$ cat src/rtl/fp_mul_arbiter.sv
// Round-robin arbiter that time-shares one floating-point multiplier among NUM_REQ requesters,
// with a watchdog that aborts an operation when the multiplier never answers.
//
// state   | meaning
// --------+----------------------------------------------------------------
// S_IDLE  | waiting for any req_valid; grants and latches operands on entry
// S_ISSUE | one-cycle mul_en pulse with latched operands, watchdog loaded
// S_WAIT  | operands held, waiting for mul_ready or watchdog terminal count
// S_RESP  | result presented to the granted requester until resp_ready
module fp_mul_arbiter #(
    parameter int DATA_WIDTH = 16,
    parameter int NUM_REQ    = 4,
    parameter int TIMEOUT    = 64
) (
    input  logic                          clk,
    input  logic                          reset,
    input  logic [NUM_REQ-1:0]            req_valid,
    output logic [NUM_REQ-1:0]            req_ready,
    input  logic [NUM_REQ*DATA_WIDTH-1:0] req_a,
    input  logic [NUM_REQ*DATA_WIDTH-1:0] req_b,
    output logic [NUM_REQ-1:0]            resp_valid,
    input  logic [NUM_REQ-1:0]            resp_ready,
    output logic [DATA_WIDTH-1:0]         resp_data,
    output logic                          resp_err,
    output logic                          mul_en,
    output logic [DATA_WIDTH-1:0]         mul_a,
    output logic [DATA_WIDTH-1:0]         mul_b,
    input  logic [DATA_WIDTH-1:0]         mul_result,
    input  logic                          mul_ready,
    output logic                          busy
);

    localparam int IDX_W = $clog2(NUM_REQ);
    localparam int CNT_W = $clog2(TIMEOUT);

    typedef enum logic [1:0] {
        S_IDLE,
        S_ISSUE,
        S_WAIT,
        S_RESP
    } state_t;

    state_t                  state, state_nxt;
    logic [IDX_W-1:0]        rr_ptr;
    logic [IDX_W-1:0]        gnt_q;
    logic [IDX_W-1:0]        gnt_idx;
    logic                    gnt_found;
    logic [DATA_WIDTH-1:0]   op_a, op_b;
    logic [DATA_WIDTH-1:0]   res_q;
    logic                    err_q;
    logic [CNT_W-1:0]        wd_cnt;
    logic                    wd_tc;
    logic                    resp_ack;

    // First requesting index at or after rr_ptr, wrapping modulo NUM_REQ.
    always_comb begin
        logic [IDX_W:0] sum;
        gnt_found = 1'b0;
        gnt_idx   = '0;
        for (int k = 0; k < NUM_REQ; k++) begin
            sum = {1'b0, rr_ptr} + (IDX_W+1)'(k);
            if (sum >= (IDX_W+1)'(NUM_REQ)) begin
                sum = sum - (IDX_W+1)'(NUM_REQ);
            end
            if (!gnt_found && req_valid[sum[IDX_W-1:0]]) begin
                gnt_found = 1'b1;
                gnt_idx   = sum[IDX_W-1:0];
            end
        end
    end

    assign wd_tc    = (wd_cnt == '0);
    assign resp_ack = resp_ready[gnt_q];

    always_ff @(posedge clk or negedge reset) begin
        if (!reset) begin
            state <= S_IDLE;
        end else begin
            state <= state_nxt;
        end
    end

    always_comb begin
        state_nxt = state;
        unique case (state)
            S_IDLE:  if (gnt_found) state_nxt = S_ISSUE;
            S_ISSUE: state_nxt = S_WAIT;
            S_WAIT:  if (mul_ready || wd_tc) state_nxt = S_RESP;
            S_RESP:  if (resp_ack) state_nxt = S_IDLE;
            default: state_nxt = S_IDLE;
        endcase
    end

    always_ff @(posedge clk or negedge reset) begin
        if (!reset) begin
            rr_ptr <= '0;
            gnt_q  <= '0;
            op_a   <= '0;
            op_b   <= '0;
            res_q  <= '0;
            err_q  <= 1'b0;
            wd_cnt <= '0;
        end else begin
            unique case (state)
                S_IDLE: begin
                    if (gnt_found) begin
                        gnt_q <= gnt_idx;
                        op_a  <= req_a[gnt_idx*DATA_WIDTH +: DATA_WIDTH];
                        op_b  <= req_b[gnt_idx*DATA_WIDTH +: DATA_WIDTH];
                    end
                end
                S_ISSUE: begin
                    wd_cnt <= CNT_W'(TIMEOUT - 1);
                end
                S_WAIT: begin
                    // A real answer on the terminal-count cycle still wins over the abort.
                    if (mul_ready) begin
                        res_q <= mul_result;
                        err_q <= 1'b0;
                    end else if (wd_tc) begin
                        res_q <= '0;
                        err_q <= 1'b1;
                    end else begin
                        wd_cnt <= wd_cnt - 1'b1;
                    end
                end
                S_RESP: begin
                    if (resp_ack) begin
                        rr_ptr <= (gnt_q == IDX_W'(NUM_REQ - 1)) ? '0 : gnt_q + 1'b1;
                    end
                end
                default: ;
            endcase
        end
    end

    // req_ready is combinational; gating with reset keeps it quiet while reset is held.
    assign req_ready  = (state == S_IDLE && reset && gnt_found) ? (NUM_REQ'(1) << gnt_idx) : '0;
    assign resp_valid = (state == S_RESP) ? (NUM_REQ'(1) << gnt_q) : '0;
    assign resp_data  = (state == S_RESP) ? res_q : '0;
    assign resp_err   = (state == S_RESP) ? err_q : 1'b0;
    assign mul_en     = (state == S_ISSUE);
    assign mul_a      = op_a;
    assign mul_b      = op_b;
    assign busy       = (state != S_IDLE);

endmodule

$ cat config.mk
export PLATFORM = sky130hd
export DESIGN_NAME = fp_mul_arbiter
export DESIGN_NICKNAME = d
export VERILOG_FILES = /design/src/rtl/fp_mul_arbiter.sv
export SDC_FILE = /design/constraint.sdc
export NUM_CORES = 1
export LEC_CHECK = 0
export ABC_AREA = 1
export CAP_MARGIN = 20
export CELL_PAD_IN_SITES_DETAIL_PLACEMENT = 1
export CELL_PAD_IN_SITES_GLOBAL_PLACEMENT = 1
export CORE_MARGIN = 2
export CORE_UTILIZATION = 27
export DETAILED_ROUTE_END_ITERATION = 12
export PLACE_DENSITY = 0.85
export SLEW_MARGIN = 5
export SYNTH_ARGS = -nofsm -noshare
export SYNTH_HDL_FRONTEND = slang
export SYNTH_SLANG_ARGS = --single-unit
$ cat constraint.sdc
create_clock -name clk -period 2.4 [get_ports clk]
set_clock_uncertainty 0.1 [all_clocks]
set_input_delay 0.48 -clock clk [delete_from_list [all_inputs] [get_ports clk]]
set_output_delay 0.48 -clock clk [all_outputs]
set_load 0.005 [all_outputs]
==> flow_summary.json <==
{
  "status": "finished with violations",
  "violations": "setup timing",
  "vias_per_cell": 4.78,
  "rsz0062_at_grt": "yes",
  "finalWorstSetupSlack_ns": -0.195,
  "maximum_buffer_depth_of_the_clock_tree": 2,
  "synth_nets": 857,
  "synth-xor-area-share_pct": 0,
  "netlist_area_um2": 4450,
  "yosysWarnings": 0,
  "placer_s_final_routability_congestion_estimate": 0.812,
  "combinational_family_with_the_most_area_after_synthesis": "simple AND/OR/NAND/NOR gates",
  "timing.final.crit_period_ns": 2.59,
  "cts_tree": "yes",
  "place.port_buffers": 213,
  "drt-pass1-iter-count": 4,
  "fin_tns_setup_ns": -0.678,
  "drv_slew": 0,
  "critPathCaptureType": "output port",
  "grt_overflow": 0,
  "crit_path_max_fanout": 5,
  "place_worst_setup_slack_ns": -0.744,
  "clk-insertion-delay-late_ns": 0.33,
  "ir_drop_v": 0.000996,
  "worst_slew_pin_slew_ns": 0.830,
  "critPathLaunchType": "register",
  "tritoncts.num_buffers": 9,
  "floorplan.io_pins": 214,
  "clk_pin_slew_worst_paths_ns": 0.05,
  "wl_per_cell_um": 17.0,
  "cp.arrival_ns": 2.01,
  "ant_nets": 0,
  "instances_no_fill": 1125,
  "final_min_period_over_clock_period_pct": 108,
  "grt_pass1_wl_um": 29500,
  "post_synth_inst_count": 692,
  "synthDistinctLibCells": 29,
  "die_y_um": 132,
  "max_freq_ghz": 0.385,
  "utilization_pct": 45.8,
  "postCtsHoldBufs": 0,
  "timing.setup.critical_path_class": "reg -> out",
  "critical_path_required_ns": 1.82,
  "total_number_of_vias": 5373,
  "drv_cap": 0,
  "synth.ff_latch_count": 61,
  "die_area_um2": 17500,
  "min-delay-path-class": "in -> async",
  "antenna_violations_before_repair": 1,
  "initial_core_util_pct": 27.8,
  "slew_headroom_pct": 44.7,
  "setup_viol": 5,
  "post-route-drc-count": 0,
  "final_hold_vios": 0,
  "synth_sequential_area_ratio_pct": 34.3,
  "grtUsageTotal_pct": 21.0,
  "ctsHtreeMaxLevel": 3,
  "synth_adder_area_share_pct": 2.81,
  "die-width_um": 132,
  "core_area_um2": 16000,
  "nNetsFinal": 1068,
  "core.rowCount": 46,
  "grt_start_max_net_pins": 65,
  "power.density_nw_per_um2": 1460,
  "post-place-cells": 1097,
  "p_leak_nw": 3.77,
  "synthSimpleGateAreaFrac_pct": 47.5,
  "holdWs_ns": 0.261,
  "cts.sink_count": 61,
  "cts-root-buf": "sky130_fd_sc_hd__clkbuf_16",
  "totalWireLength_um": 19200,
  "drive_gt1_share_pct": 11.1,
  "place.detailed.hpwl_um": 12500,
  "share_of_the_synthesized_area_in_compound_gates_ao_oa_aoi_oai_pct": 5.12,
  "syn_area_per_cell_um2": 6.42,
  "post_synth_mux_area_share_pct": 0,
  "first_global_vias": 5723,
  "initialDrtViolationCount": 164,
  "layout-area-overhead-vs-synth_pct": 65.0
}
placed cells by master, fill, tap and decap left out, types with 8 or more instances in the layout:
cell / n
sky130_fd_sc_hd__nand2_1: 374
sky130_fd_sc_hd__clkdlybuf4s50_1: 204
sky130_fd_sc_hd__nand4_1: 66
sky130_fd_sc_hd__dfrtp_1: 58
sky130_fd_sc_hd__inv_1: 42
sky130_fd_sc_hd__buf_4: 23
sky130_fd_sc_hd__nand2_2: 18
sky130_fd_sc_hd__a22o_1: 16
sky130_fd_sc_hd__o21ai_0: 10
sky130_fd_sc_hd__clkbuf_16: 10
sky130_fd_sc_hd__nand3_1: 9
sky130_fd_sc_hd__ha_1: 8
cells in the mapped netlist:
master,count,share of area [%]
sky130_fd_sc_hd__a21oi_1,3,0.34
sky130_fd_sc_hd__a22o_1,16,3.2
sky130_fd_sc_hd__a22oi_1,1,0.17
sky130_fd_sc_hd__a31oi_1,1,0.14
sky130_fd_sc_hd__buf_1,1,0.084
sky130_fd_sc_hd__buf_2,23,2.6
sky130_fd_sc_hd__buf_4,8,1.4
sky130_fd_sc_hd__buf_6,5,1.3
sky130_fd_sc_hd__clkbuf_1,9,0.76
sky130_fd_sc_hd__dfrtp_1,61,34
sky130_fd_sc_hd__ha_1,10,2.8
sky130_fd_sc_hd__inv_1,44,3.7
sky130_fd_sc_hd__inv_2,3,0.25
sky130_fd_sc_hd__inv_6,1,0.20
sky130_fd_sc_hd__nand2_1,392,33
sky130_fd_sc_hd__nand2_2,4,0.56
sky130_fd_sc_hd__nand2_4,1,0.25
sky130_fd_sc_hd__nand3_1,11,1.2
sky130_fd_sc_hd__nand3_2,3,0.68
sky130_fd_sc_hd__nand3_4,1,0.39
sky130_fd_sc_hd__nand3b_1,1,0.17
sky130_fd_sc_hd__nand4_1,66,9.3
sky130_fd_sc_hd__nor2_1,6,0.51
sky130_fd_sc_hd__nor2_4,1,0.25
sky130_fd_sc_hd__nor3_1,7,0.79
sky130_fd_sc_hd__nor4_1,1,0.14
sky130_fd_sc_hd__o21ai_0,10,1.1
sky130_fd_sc_hd__o21ai_2,1,0.20
sky130_fd_sc_hd__or2_2,1,0.14
logic make-up (layout without fill, tap and decap cells):
kind of cell | Yosys count | in the layout
buffers and inverters | 94 | 310
and+or+nand+nor | 495 | 495
DFF | 61 | 61
AOI/OAI and AO/OA | 32 | 32
adders and majority gates | 10 | 10
other | 0 | 1
per-layer routing:
metal | track usage (%) | vias up | wire length (um)
met1 | 25.0 | 2527 | 8030
met4 | 6.69 | 0 | 343
li1 | - | 2636 | -
met3 | 6.38 | 24 | 1400
met2 | 36.4 | 186 | 9380
met5 | 0 | - | 0
flip-flops by register name (all words and copies together), names as in the netlist:
name,cells
res_q,16
mul_b,16
state,2
gnt_q,2
mul_a,16
rr_ptr,2
wd_cnt,6
err_q,1
report_power, final:
part	internal, mW	leakage, nW	switching [mW]	total (mW)
Combinational	3.06	2.90	4.61	7.68
Sequential	1.50	0.743	0.295	1.79
Clock	0.753	0.130	0.507	1.26
Total	5.31	3.77	5.42	10.7
critical path, cell delays in order (launching register included):
cell and delay, ns:
sky130_fd_sc_hd__dfrtp_1 0.40, sky130_fd_sc_hd__buf_6 0.15, sky130_fd_sc_hd__inv_8 0.06, sky130_fd_sc_hd__nand2_2 0.07, sky130_fd_sc_hd__nand3_4 0.10, sky130_fd_sc_hd__inv_1 0.07
sky130_fd_sc_hd__a31oi_1 0.29, sky130_fd_sc_hd__nand3_2 0.21, sky130_fd_sc_hd__nor3_2 0.19, sky130_fd_sc_hd__buf_2 0.14
area by class of cell:
type / count / area, um^2
Fill cell: 2061 / 8670
Multi-Input combinational cell: 537 / 2600
Timing Repair Buffer: 245 / 2450
Sequential cell: 61 / 1530
Tap cell: 216 / 270
Clock buffer: 11 / 253
Inverter: 48 / 190
Clock inverter: 5 / 35.0
Timing Repair inverter: 1 / 6.26
Antenna cell: 1 / 2.50
worst paths after layout:
kind                           start           end  slack, ns  cells after the start
max                        rr_ptr[0]  req_ready[1]      -0.19                      9
min                            reset      gnt_q[0]       0.26                      2
max reg2reg                rr_ptr[0]     mul_b[10]       0.11                     14
min reg2reg                 mul_b[8]      mul_b[8]       0.38                      2
max in group asynchronous      reset     rr_ptr[1]       1.34                      2
min in group clk            mul_b[8]      mul_b[8]       0.38                      2
metrics by stage:
stage	cell area, um^2	power, mW
floorplan	4450	6.29
global placement	6750	8.43
detailed placement	6750	8.63
CTS	7180	10.3
global route	7330	11.7
finish	7330	10.7
timing repair:
item / in CTS / in global routing
cloned: 0 / 2
endpoints found under the hold margin: 0 / 0
setup endpoints to repair: 55 / 45
resized for setup: 49 / 31
buffers inserted: 7 / 5
pin swaps: 14 / 11
Note: power is estimated with default switching activity, not from simulation.
